<file path="src/rtl/array_stream_reader.sv">
// Snapshots a packed register-file array on start and streams it out over valid/ready.
// Optional macro ARRAY_STREAM_READER_SKIP_ZERO_EN suppresses zero elements with no bubbles.
module array_stream_reader #(
    parameter int ELEMENTS = 16,
    parameter int WIDTH    = 32
) (
    input  logic                                clock,
    input  logic                                reset,
    input  logic [ELEMENTS-1:0][WIDTH-1:0]      array,
    input  logic                                start,
    input  logic                                out_ready,
    output logic                                out_valid,
    output logic [WIDTH-1:0]                    out_data,
    output logic [$clog2(ELEMENTS)-1:0]         out_index,
    output logic                                out_last,
    output logic                                busy,
    output logic                                done,
    output logic [WIDTH-1:0]                    or_result
);

    localparam int IW = $clog2(ELEMENTS);

    typedef enum logic [1:0] {
        IDLE = 2'd0,
        SEND = 2'd1,
        DONE = 2'd2
    } state_t;

    state_t                          state_q, state_d;
    logic [ELEMENTS-1:0][WIDTH-1:0]  snap_q;
    logic [IW-1:0]                   ptr_q, ptr_d;
    logic [WIDTH-1:0]                or_q;
    logic                            hs;
    logic                            last;
    logic                            first_found;
    logic [IW-1:0]                   first_idx;
    logic [IW-1:0]                   next_idx;

`ifdef ARRAY_STREAM_READER_SKIP_ZERO_EN
    function automatic logic [ELEMENTS-1:0] nz_mask(input logic [ELEMENTS-1:0][WIDTH-1:0] a);
        logic [ELEMENTS-1:0] m;
        for (int i = 0; i < ELEMENTS; i++) begin
            m[i] = |a[i];
        end
        return m;
    endfunction

    // Lowest set bit at or above lo; MSB of the result flags whether one exists.
    function automatic logic [IW:0] first_at_or_after(input logic [ELEMENTS-1:0] m, input int lo);
        logic [IW:0] r;
        r = '0;
        for (int i = ELEMENTS - 1; i >= 0; i--) begin
            if (i >= lo && m[i]) begin
                r = {1'b1, IW'(i)};
            end
        end
        return r;
    endfunction

    logic [IW:0] first_sel;
    logic [IW:0] next_sel;

    assign first_sel   = first_at_or_after(nz_mask(array), 0);
    assign next_sel    = first_at_or_after(nz_mask(snap_q), int'(ptr_q) + 1);
    assign first_found = first_sel[IW];
    assign first_idx   = first_sel[IW-1:0];
    assign next_idx    = next_sel[IW-1:0];
    assign last        = !next_sel[IW];
`else
    assign first_found = 1'b1;
    assign first_idx   = '0;
    assign next_idx    = ptr_q + IW'(1);
    assign last        = (ptr_q == IW'(ELEMENTS - 1));
`endif

    assign out_valid = (state_q == SEND);
    assign out_data  = snap_q[ptr_q];
    assign out_index = ptr_q;
    assign out_last  = out_valid && last;
    assign busy      = (state_q != IDLE);
    assign done      = (state_q == DONE);
    assign or_result = or_q;
    assign hs        = out_valid && out_ready;

    always_comb begin
        state_d = state_q;
        ptr_d   = ptr_q;
        case (state_q)
            IDLE: begin
                if (start) begin
                    state_d = first_found ? SEND : DONE;
                    ptr_d   = first_idx;
                end
            end
            SEND: begin
                if (hs) begin
                    if (last) begin
                        state_d = DONE;
                    end else begin
                        ptr_d = next_idx;
                    end
                end
            end
            DONE: begin
                state_d = IDLE;
            end
            default: begin
                state_d = IDLE;
            end
        endcase
    end

    always_ff @(posedge clock) begin
        if (reset) begin
            state_q <= IDLE;
            snap_q  <= '0;
            ptr_q   <= '0;
            or_q    <= '0;
        end else begin
            state_q <= state_d;
            ptr_q   <= ptr_d;
            if (state_q == IDLE && start) begin
                snap_q <= array;
                or_q   <= '0;
            end else if (hs) begin
                or_q <= or_q | out_data;
            end
        end
    end

endmodule

</file>
<file path="config.mk">
export PLATFORM = sky130hd
export DESIGN_NAME = array_stream_reader
export DESIGN_NICKNAME = d
export VERILOG_FILES = /design/src/rtl/array_stream_reader.sv
export SDC_FILE = /design/constraint.sdc
export NUM_CORES = 1
export LEC_CHECK = 0
export BUFFER_PORTS_ARGS = -buffer_cell sky130_fd_sc_hd__buf_2
export CORE_AREA = 2 2 229 231
export CTS_BUF_LIST = sky130_fd_sc_hd__clkbuf_16
export CTS_CLUSTER_DIAMETER = 200
export DETAILED_ROUTE_END_ITERATION = 7
export DIE_AREA = 0 0 231 233
export PLACE_DENSITY = 0.7
export RECOVER_POWER = 25
export SETUP_SLACK_MARGIN = 0.02
export SLEW_MARGIN = 40
export SYNTH_ARGS = -nofsm -noshare
export SYNTH_HDL_FRONTEND = slang
export SYNTH_SLANG_ARGS = --single-unit
</file>
<file path="constraint.sdc">
create_clock -name clock -period 5.2 [get_ports clock]
set_input_delay 0.78 -clock clock [delete_from_list [all_inputs] [get_ports clock]]
set_output_delay 0.78 -clock clock [all_outputs]
set_load 0.05 [all_outputs]
</file>
==> results by group <==
Clock tree
  – Total setup buffers inserted after CTS: 0
  – Clock Latency Late Sink: just over 0.6 ns
  – Root Buffer: clkbuf_16
  – Clock sink total: 550
  – CTS tree: yes
  – Depth of the CTS H-tree: 2
  – Hold Buf Count CTS: 0
  – Clock Path Buffers: 3
  – CTS resizes: 0
  – CTS buffer count: 56
  – Clk slew on worst S/H paths: 0.06 ns

Yosys
  – EDFF count, synth: 0
  – Area fraction in compound gates after synthesis: 0.152
  – Synth Cell Area: 23300 µm²
  – Xor/xnor share of the synthesized area: 0
  – Post-synthesis mux area share: 0.139
  – Netlist cell types: 38
  – Post-Syn Nets: roughly 3200
  – Synth Area in Simple Gates: 0.186
  – Dominant combinational cell family by area after synthesis: simple AND/OR/NAND/NOR gates
  – Post-synthesis cell count: 2727
  – Top_reg_cell synth: dfxtp_1
  – Sequential share of the synthesized area: 0.473
  – Seq cells post-synth: 550
  – Async SR Flop Fraction: 0
  – Area share of fa/ha/maj cells after synthesis: 0.000537
  – Syn Area/Cell: 8.54 µm²
  – Syn. warnings: 0

Floorplanning
  – Die footprint: around 54000 µm²
  – Core area: 51100 µm²
  – Initial Utilization: 0.456
  – Boundary Pins: 588
  – Chip Width: 231 µm
  – FP Rows: 83
  – Die Y: 233 µm

Hold path
  – Worst hold path class: primary input to flop
  – Worst Hold Depth: 3

Routing
  – DRC: 0
  – DRT iter0 DRCs: 1723
  – Post-DR vias/cell: 5.53
  – DRT antenna net count: 0
  – WL per Instance: 20.3 µm
  – Routed WL: 79400 µm
  – Drt pass-1 iters: 5
  – Via count: 21611

Placed design
  – Pre-CTS WS: 1.70 ns
  – Post-DP HPWL: 57400 µm
  – Routability cong.: 0.917
  – I/O Buffers: 587

Timing
  – Slew @ Worst Pin: 3.06 ns
  – Final setup TNS: 0 ns
  – FMAX: around 0.24 GHz
  – Fin crit share: 0.797
  – Finish-stage setup viols: 0
  – Hold_ws: 0.414 ns
  – Number of max-slew violations in the final report: 78
  – Final Critical Period: between 4 and 5 ns
  – Clk_skew: 0.0200 ns
  – RSZ-0062 raised after global routing: false
  – Final worst setup slack: 1.06 ns
  – Normalized max-slew margin: -1.04
  – Final hold vios: 0

Power
  – Cell Pwr Density: 348 nW/µm²
  – Total power draw: 0.00981 W
  – Worst vdd ir: 0.221 mV
  – Leakage power: 11.2 nW

Job
  – Max Cap Viol: 1

Worst setup path
  – CP max stage delay: 2.16 ns
  – Critical Path Start Type: flop
  – Crit path top cell by count: nand2_1
  – Worst Setup End Kind: flop
  – Crit path DAT: 4.65 ns
  – Crit-path cells: nor2_1 > nand2_1 > clkbuf_1 > nand2_1 > a21oi_1
  – R2r setup slk: between 1 and 1.5 ns
  – Req. time, crit path: 5.71 ns
  – Reg2Reg Depth: 5
  – Crit-path max FO: 80
  – Critical path class: flop to flop
  – CP max-delay cell: nand2_1

Global route
  – Total GRT Usage: 0.283
  – Gr ovfl total: 0
  – First-pass GRT wire length: roughly 120000 µm
  – Initial antenna violation count: 10
  – Vias in the first global route: between 20000 and 25000
  – Largest net degree at the start of global routing: between 200 and 250

Layout
  – Nets: 3690
  – Area grow syn2layout: 21.1%
  – Layout cell share with drive strength beyond 1: 0.246

Run status
  – Failing checks: capacitance limit, slew limit
  – Status: finished, violations left
==> registers in the layout, summed over array words and instances (netlist names) <==
signal / count
snap_q: 512
or_result: 32
out_index: 4
state_q: 2
==> final timing paths <==
kind                                               start                       end
worst min register to register  snap_q[452]$_SDFFE_PP0P_  snap_q[452]$_SDFFE_PP0P_
worst max-delay path             state_q[0]$_SDFFE_PP0P_  snap_q[473]$_SDFFE_PP0P_
worst min-delay path                          array[222]  snap_q[222]$_SDFFE_PP0P_
worst max register to register   state_q[0]$_SDFFE_PP0P_  snap_q[473]$_SDFFE_PP0P_
==> where the power goes <==
| group | total (W) | switching, W | internal (W) |
|---|---|---|---|
| sequential | 0.00462 | 0.000155 | 0.00447 |
| clock | 0.00395 | 0.00171 | 0.00224 |
| combinational | 0.00124 | 0.000771 | 0.000466 |
==> cell usage in the layout (no fill, tap or decap), types with 12 or more instances in the layout <==
master and count:
nand2_1 1060, buf_2 554, a21oi_1 547, dfxtp_1 546, mux4_2 106, clkbuf_16 59
mux2i_1 47, a22oi_1 41, clkbuf_1 34, nor2b_1 32, a211oi_1 28, o211ai_1 27
clkinv_2 14, buf_4 13, mux4_1 12, clkinv_1 12
==> metal layers <==
metal | vias to the layer above | wire (µm) | GRT usage
li1 | 10167 | - | -
met1 | 10298 | 29500 | 0.329
met2 | 900 | 38900 | 0.487
met3 | 238 | 5740 | 0.0488
met4 | 8 | 5160 | 0.175
met5 | - | 57 | 0
==> cells by family (layout without fill, tap and decap cells) <==
family,after synthesis,count (layout)
AOI/OAI and AO/OA,657,657
adders and majority gates,1,1
buffers and inverters,234,724
DFF,550,550
muxes,170,170
other,0,8
and+or+nand+nor,1115,1115
==> cell usage after synthesis, types with 2 or more instances <==
library cell,instances,share of area
a211oi_1,28,0.0090
a21oi_1,547,0.12
a22oi_1,41,0.013
and2_1,2,0.00054
buf_2,136,0.029
buf_4,2,0.00064
buf_6,11,0.0053
clkbuf_1,81,0.013
dfxtp_1,550,0.47
inv_1,2,0.00032
mux2_2,5,0.0024
mux2i_1,47,0.020
mux4_1,12,0.014
mux4_2,106,0.10
nand2_1,1060,0.17
nand3_1,2,0.00043
nor2_1,11,0.0018
nor2b_1,32,0.0086
o211ai_1,27,0.0087
o21ai_0,6,0.0013
o21ai_1,2,0.00043
==> critical path, delay by kind of cell (launching register included) <==
kind	cells	cell delay (ns)
buffers and inverters	1	0.83
and+or+nand+nor	3	2.45
AOI/OAI and AO/OA	1	0.20
DFF	1	0.56
==> cell type report <==
| cell class | count | area (µm²) |
|---|---|---|
| timing repair buffer | 620 | 3350 |
| fill | 4762 | 22900 |
| tap | 680 | 851 |
| clock inverter | 43 | 307 |
| inverter | 2 | 7.51 |
| clock buffer | 59 | 1480 |
| sequential | 550 | 11000 |
| antenna | 8 | 20.0 |
| multi-input combinational | 1943 | 11200 |
==> metrics by stage <==
step	cell area, µm²	std cells	util
6_report	28200	3905	0.552
5_1_grt	28200	3901	0.552
4_1_cts	28100	3894	0.551
3_5_place_dp	26400	3792	0.516
3_3_place_gp	26300	3789	0.515
2_1_floorplan	23300	2727	-
No activity file was read; power rests on OpenSTA's default activity.
